[src/rtl/regfile_pkg.sv]
// Shared defaults and types for the multi-port register file.
//   DATA_W_DEF / ADDR_W_DEF : default data and address widths
//   MAX_RD                  : largest supported read-port count
//   N_WR                    : number of writeback lanes (write ports)
//   wr_req_t                : one writeback lane at default widths
package regfile_pkg;

  localparam int unsigned DATA_W_DEF = 32;
  localparam int unsigned ADDR_W_DEF = 5;
  localparam int unsigned MAX_RD     = 4;
  localparam int unsigned N_WR       = 2;

  typedef struct packed {
    logic                  we;
    logic [ADDR_W_DEF-1:0] addr;
    logic [DATA_W_DEF-1:0] data;
  } wr_req_t;

endpackage

[src/rtl/regfile_scoreboard.sv]
// Pending-write scoreboard: one busy bit per register.
//   clk       : clock, rising edge
//   clr       : synchronous active-high clear of all busy bits
//   rsv_en_i  : mark rsv_addr_i as having a pending producer
//   rsv_addr_i: register to reserve
//   wen_i     : per-lane write enables that retire a pending write
//   waddr_i   : per-lane write addresses, lane k at [k*ADDR_W +: ADDR_W]
//   busy_o    : busy bit per register
module regfile_scoreboard
  import regfile_pkg::*;
#(
  parameter int unsigned ADDR_W   = ADDR_W_DEF,
  parameter int unsigned ZERO_REG = 1,
  localparam int unsigned Depth   = 2 ** ADDR_W
) (
  input  logic                   clk,
  input  logic                   clr,
  input  logic                   rsv_en_i,
  input  logic [ADDR_W-1:0]      rsv_addr_i,
  input  logic [N_WR-1:0]        wen_i,
  input  logic [N_WR*ADDR_W-1:0] waddr_i,
  output logic [Depth-1:0]       busy_o
);

  logic [Depth-1:0] busy_q, busy_d;

  always_comb begin
    busy_d = busy_q;
    for (int k = 0; k < N_WR; k++) begin
      if (wen_i[k]) busy_d[waddr_i[k*ADDR_W +: ADDR_W]] = 1'b0;
    end
    // Reserve after clear: a same-cycle reserve belongs to a newer producer.
    if (rsv_en_i) busy_d[rsv_addr_i] = 1'b1;
  end

  always_ff @(posedge clk) begin
    if (clr) busy_q <= '0;
    else     busy_q <= busy_d;
  end

  always_comb begin
    busy_o = busy_q;
    if (ZERO_REG != 0) busy_o[0] = 1'b0;
  end

endmodule

[src/rtl/regfile_mp.sv]
// Parametrised multi-port register file with two write ports (port 1 wins),
// optional write-to-read forwarding, optional registered reads and a
// pending-write scoreboard.
//   clk         : clock, rising edge
//   clr         : synchronous active-high reset
//   we          : write enables, bit k for port k
//   wr_addr     : write addresses, port k at [k*ADDR_W +: ADDR_W]
//   wr_data     : write data, port k at [k*DATA_W +: DATA_W]
//   rd_addr     : read addresses, port i at [i*ADDR_W +: ADDR_W]
//   rd_data     : read data, port i at [i*DATA_W +: DATA_W]
//   rsv_en      : reserve rsv_addr (mark pending write)
//   rsv_addr    : register to reserve
//   busy        : pending-write bit per register
//   wr_conflict : both write ports hit the same address last cycle
module regfile_mp
  import regfile_pkg::*;
#(
  parameter int unsigned DATA_W   = DATA_W_DEF,
  parameter int unsigned ADDR_W   = ADDR_W_DEF,
  parameter int unsigned N_RD     = 2,
  parameter int unsigned ZERO_REG = 1,
  parameter int unsigned BYPASS   = 1,
  parameter int unsigned RD_REG   = 0,
  localparam int unsigned Depth   = 2 ** ADDR_W
) (
  input  logic                   clk,
  input  logic                   clr,
  input  logic [N_WR-1:0]        we,
  input  logic [N_WR*ADDR_W-1:0] wr_addr,
  input  logic [N_WR*DATA_W-1:0] wr_data,
  input  logic [N_RD*ADDR_W-1:0] rd_addr,
  output logic [N_RD*DATA_W-1:0] rd_data,
  input  logic                   rsv_en,
  input  logic [ADDR_W-1:0]      rsv_addr,
  output logic [Depth-1:0]       busy,
  output logic                   wr_conflict
);

  if (N_RD < 1 || N_RD > MAX_RD) begin : g_bad_n_rd
    $fatal(1, "regfile_mp: N_RD out of range 1..4");
  end

  logic [DATA_W-1:0] mem_q [Depth];
  logic [ADDR_W-1:0] waddr [N_WR];
  logic [DATA_W-1:0] wdata [N_WR];
  logic [N_WR-1:0]   wen;
  logic              wr_conflict_q;
  logic [N_RD*DATA_W-1:0] rd_comb;

  for (genvar k = 0; k < N_WR; k++) begin : g_wr
    assign waddr[k] = wr_addr[k*ADDR_W +: ADDR_W];
    assign wdata[k] = wr_data[k*DATA_W +: DATA_W];
  end

  // Effective enables: writes to the hardwired zero register are dropped.
  always_comb begin
    wen = we;
    for (int k = 0; k < N_WR; k++) begin
      if (ZERO_REG != 0 && waddr[k] == '0) wen[k] = 1'b0;
    end
  end

  // Higher port index assigned last, so port 1 wins an address collision.
  always_ff @(posedge clk) begin
    if (clr) begin
      mem_q <= '{default: '0};
    end else begin
      for (int k = 0; k < N_WR; k++) begin
        if (wen[k]) mem_q[waddr[k]] <= wdata[k];
      end
    end
  end

  always_ff @(posedge clk) begin
    if (clr) wr_conflict_q <= 1'b0;
    else     wr_conflict_q <= wen[0] && wen[1] && (waddr[0] == waddr[1]);
  end
  assign wr_conflict = wr_conflict_q;

  for (genvar g = 0; g < N_RD; g++) begin : g_rd
    logic [ADDR_W-1:0] ra;
    logic [DATA_W-1:0] val;
    assign ra = rd_addr[g*ADDR_W +: ADDR_W];
    always_comb begin
      val = mem_q[ra];
      if (BYPASS != 0) begin
        for (int k = 0; k < N_WR; k++) begin
          if (wen[k] && waddr[k] == ra) val = wdata[k];
        end
      end
      if (ZERO_REG != 0 && ra == '0) val = '0;
    end
    assign rd_comb[g*DATA_W +: DATA_W] = val;
  end

  if (RD_REG != 0) begin : g_rd_reg
    logic [N_RD*DATA_W-1:0] rd_q;
    always_ff @(posedge clk) begin
      if (clr) rd_q <= '0;
      else     rd_q <= rd_comb;
    end
    assign rd_data = rd_q;
  end else begin : g_rd_comb
    assign rd_data = rd_comb;
  end

  regfile_scoreboard #(
    .ADDR_W  (ADDR_W),
    .ZERO_REG(ZERO_REG)
  ) u_scoreboard (
    .clk       (clk),
    .clr       (clr),
    .rsv_en_i  (rsv_en),
    .rsv_addr_i(rsv_addr),
    .wen_i     (wen),
    .waddr_i   (wr_addr),
    .busy_o    (busy)
  );

endmodule
[config.mk]
export PLATFORM = sky130hd
export DESIGN_NAME = regfile_mp
export DESIGN_NICKNAME = d
export VERILOG_FILES = /design/src/rtl/regfile_pkg.sv /design/src/rtl/regfile_scoreboard.sv /design/src/rtl/regfile_mp.sv
export SDC_FILE = /design/constraint.sdc
export NUM_CORES = 2
export LEC_CHECK = 0
export CORE_MARGIN = 8
export CORE_UTILIZATION = 28
export CTS_CLUSTER_DIAMETER = 60
export DETAILED_ROUTE_END_ITERATION = 16
export SYNTH_ARGS = -nofsm -noshare
export SYNTH_HDL_FRONTEND = slang
export SYNTH_SLANG_ARGS = --single-unit
[constraint.sdc]
create_clock -name clk -period 6.35 [get_ports clk]
set_input_delay 1.27 -clock clk [delete_from_list [all_inputs] [get_ports clk]]
set_output_delay 1.27 -clock clk [all_outputs]
set_load 0.01 [all_outputs]
==> results.json <==
{
  "final_net_count": 7395,
  "die_x_um": 500,
  "cp.required_ns": 5.08,
  "synth_ff_type": "dfxtp_1",
  "syn_avg_cell_area_um2": 8.35,
  "ys_ff_latch": 1056,
  "placed_cell_area_mm2": 0.0694,
  "cts_root_buf": "clkbuf_16",
  "synth-seq-area-share_pct": 32.2,
  "synth_xor_xnor_area_share_pct": 0.334,
  "drtPass1Iterations": 12,
  "finalSetupViolCount": 0,
  "drt_iter0_drc": 10500,
  "hold_class": "register to register",
  "htreeDepth": 3,
  "hold_buffers": 0,
  "antenna_found_initial": 24,
  "die_h_um": 500,
  "p_per_area_mw_per_mm2": 221,
  "viasPerCell": 6.51,
  "final_antenna_net_count": 0,
  "whs_path_depth": 1,
  "post-route-drc-count": 0,
  "pre_cts_ws_ns": 0.430,
  "vias": 68700,
  "fin_crit_sh_pct": 97.1,
  "crit_type": "input pin to output pin",
  "clock_latency_ns": 0.75,
  "grt-ovfl-total": 0,
  "tritoncts": "built",
  "cts_resized": 0,
  "cts.sinks": 1056,
  "fp.coreArea_mm2": 0.233,
  "port_buffers": 189,
  "die-area_mm2": 0.250,
  "rsz0062_at_grt": "no",
  "finalInstanceArea_mm2": 0.0731,
  "grt_usage_pct": 25.8,
  "syn_nets": 7944,
  "path_clk_slew_ns": 0.06,
  "worst_ep_arrival_time_ns": 4.89,
  "maxCapViolCount": 1,
  "violations": "max-capacitance violations, max-slew violations",
  "synth_top_family_by_area": "compound AO/OA/AOI/OAI gates",
  "area_delta_synth_final_pct": 11.5,
  "outcome": "finished, violations left",
  "synthCells": 7850,
  "finalCriticalPeriod_ns": 6.16,
  "layout-drive-gt1-share_pct": 13.4,
  "synth_compound_area_share_pct": 24.0,
  "grt_max_degree": 181,
  "tightest_slew_ns": 1.56,
  "routabilityCongestion": 0.975,
  "finalPower_mw": 16.2,
  "vdd_drop_max_v": 0.000241,
  "post_cts_buffers": 0,
  "synthSimpleGateAreaFrac_pct": 17.0,
  "cp_max_fo": 17,
  "ys_warn_count": 0,
  "setup_ws_ns": 0.186,
  "fp-row-count": 177,
  "clock_path_buffers": 3,
  "grt_first_pass_wirelength_um": 480000,
  "syn_area_mm2": 0.0656,
  "synth-adder-area-share_pct": 0,
  "fin_tns_setup_ns": 0,
  "dp_hpwl_um": 203000,
  "wl_per_cell_um": 32.5,
  "synth.area.mux_share_pct": 18.5,
  "start_kind": "input pin",
  "async_flop_share_pct": 0,
  "synth_edf_count": 0,
  "slew_viol_final": 26,
  "wl_um": 343000,
  "cts_buffers": 111,
  "slew_headroom_pct": -4.55,
  "initial_core_util_pct": 28.2,
  "worst_setup_path_end_kind": "output pin",
  "r2r_cells": 2,
  "leakage_nw": 23.9,
  "finClkSkew_ns": 0,
  "fmax_ghz": 0.162,
  "io_pins": 191,
  "hold_viol_final": 0,
  "grt_pass1_vias": 65800,
  "synth.distinct_cells": 59
}
worst max-delay path, stage by stage:
cell	delay (ns)
clkdlybuf4s50_1	0.79
nor2_8	0.46
nand2_4	0.23
nor4b_4	0.21
or3b_4	0.44
buf_4	0.27
o221ai_2	0.18
clkdlybuf4s50_1	1.03
flip-flops by register name, indices dropped and copies added, names as in the netlist:
signal and count:
mem_q 1024, u_scoreboard.busy_q 31, wr_conflict 1
power by group:
group / total, mW / internal, mW / switching, mW
clock network: 6.98 / 3.90 / 3.08
logic: 2.35 / 0.706 / 1.64
registers: 6.85 / 6.75 / 0.0962
total: 16.2 / 11.4 / 4.82
final timing paths:
path	startpoint	endpoint	slack, ns
setup / recovery	wr_addr[5]	rd_data[49]	0.19
hold / removal	mem_q[1013]	mem_q[1013]	0.48
setup reg to reg	mem_q[837]	mem_q[837]	5.46
hold reg to reg	mem_q[1013]	mem_q[1013]	0.48
cell usage in the layout (no fill, tap or decap), types with 7 or more instances in the layout:
| cell | n |
|---|---|
| nor2b_1 | 38 |
| a221oi_1 | 39 |
| buf_4 | 222 |
| clkbuf_16 | 115 |
| mux2_2 | 62 |
| nor2_1 | 1171 |
| nand2_2 | 13 |
| a211oi_1 | 617 |
| o21ai_1 | 57 |
| a22oi_1 | 9 |
| xor2_1 | 15 |
| bufinv_16 | 9 |
| clkbuf_1 | 32 |
| nor3_1 | 396 |
| a221oi_2 | 23 |
| mux4_2 | 310 |
| nand3_1 | 366 |
| xnor2_1 | 10 |
| nand2_1 | 536 |
| inv_1 | 29 |
| a32oi_1 | 30 |
| mux2i_1 | 447 |
| inv_2 | 12 |
| nand2_4 | 33 |
| a22o_1 | 62 |
| diode_2 | 25 |
| o221ai_1 | 66 |
| buf_12 | 41 |
| clkbuf_8 | 19 |
| a21oi_1 | 708 |
| dfxtp_1 | 1056 |
| o22ai_1 | 62 |
| o221ai_2 | 60 |
| a311oi_1 | 437 |
| clkinv_2 | 13 |
| clkinvlp_4 | 7 |
| clkdlybuf4s50_1 | 178 |
cell usage after synthesis, types with 110 or more instances:
| master | instances | share of area, % |
|---|---|---|
| nor2_1 | 1174 | 6.7 |
| dfxtp_1 | 1056 | 32 |
| clkbuf_1 | 728 | 4.2 |
| a21oi_1 | 708 | 5.4 |
| a211oi_1 | 617 | 7.1 |
| nand2_1 | 581 | 3.3 |
| mux2i_1 | 447 | 6.8 |
| a311oi_1 | 437 | 5.8 |
| nor3_1 | 396 | 3.0 |
| nand3_1 | 368 | 2.8 |
| mux4_2 | 310 | 11 |
| buf_2 | 170 | 1.3 |
| buf_1 | 110 | 0.63 |
logic make-up (layout without fill, tap and decap cells):
family                    count (synthesis)  after routing
DFF                                    1056           1056
AOI/OAI and AO/OA                      2177           2177
and+or+nand+nor                        2618           2618
muxes                                   819            819
xor gates and xnor gates                 25             25
other                                     1             26
buffers and inverters                  1154            694
final cells by class:
class	count	area [um2]
antenna	25	62.6
clock buffer	166	3260
clock inverter	36	452
fill	23900	160000
inverter	44	165
multi-input combinational	5640	39800
sequential	1056	21100
tap	3132	3920
timing repair buffer	448	4370
stage by stage:
stage | hold slack, ns | instances | util [%]
after floorplan | 0.451 | 7850 | -
after global placement | 0.463 | 10300 | 29.8
after detailed placement | 0.467 | 10300 | 29.8
after CTS | 0.480 | 10500 | 31.4
after global routing | 0.492 | 10500 | 31.4
final | 0.481 | 10500 | 31.4
per-layer routing:
metal	global-route usage, %	share of wire (%)	up-vias	wire length (um)
li1	-	-	28200	-
met3	7.42	13	1723	43900
met1	29.7	34	33100	118000
met4	24.2	11	4	37900
met5	0	0.0055	-	19
met2	38.3	42	5662	144000
Note: power is estimated with default switching activity, not from simulation.
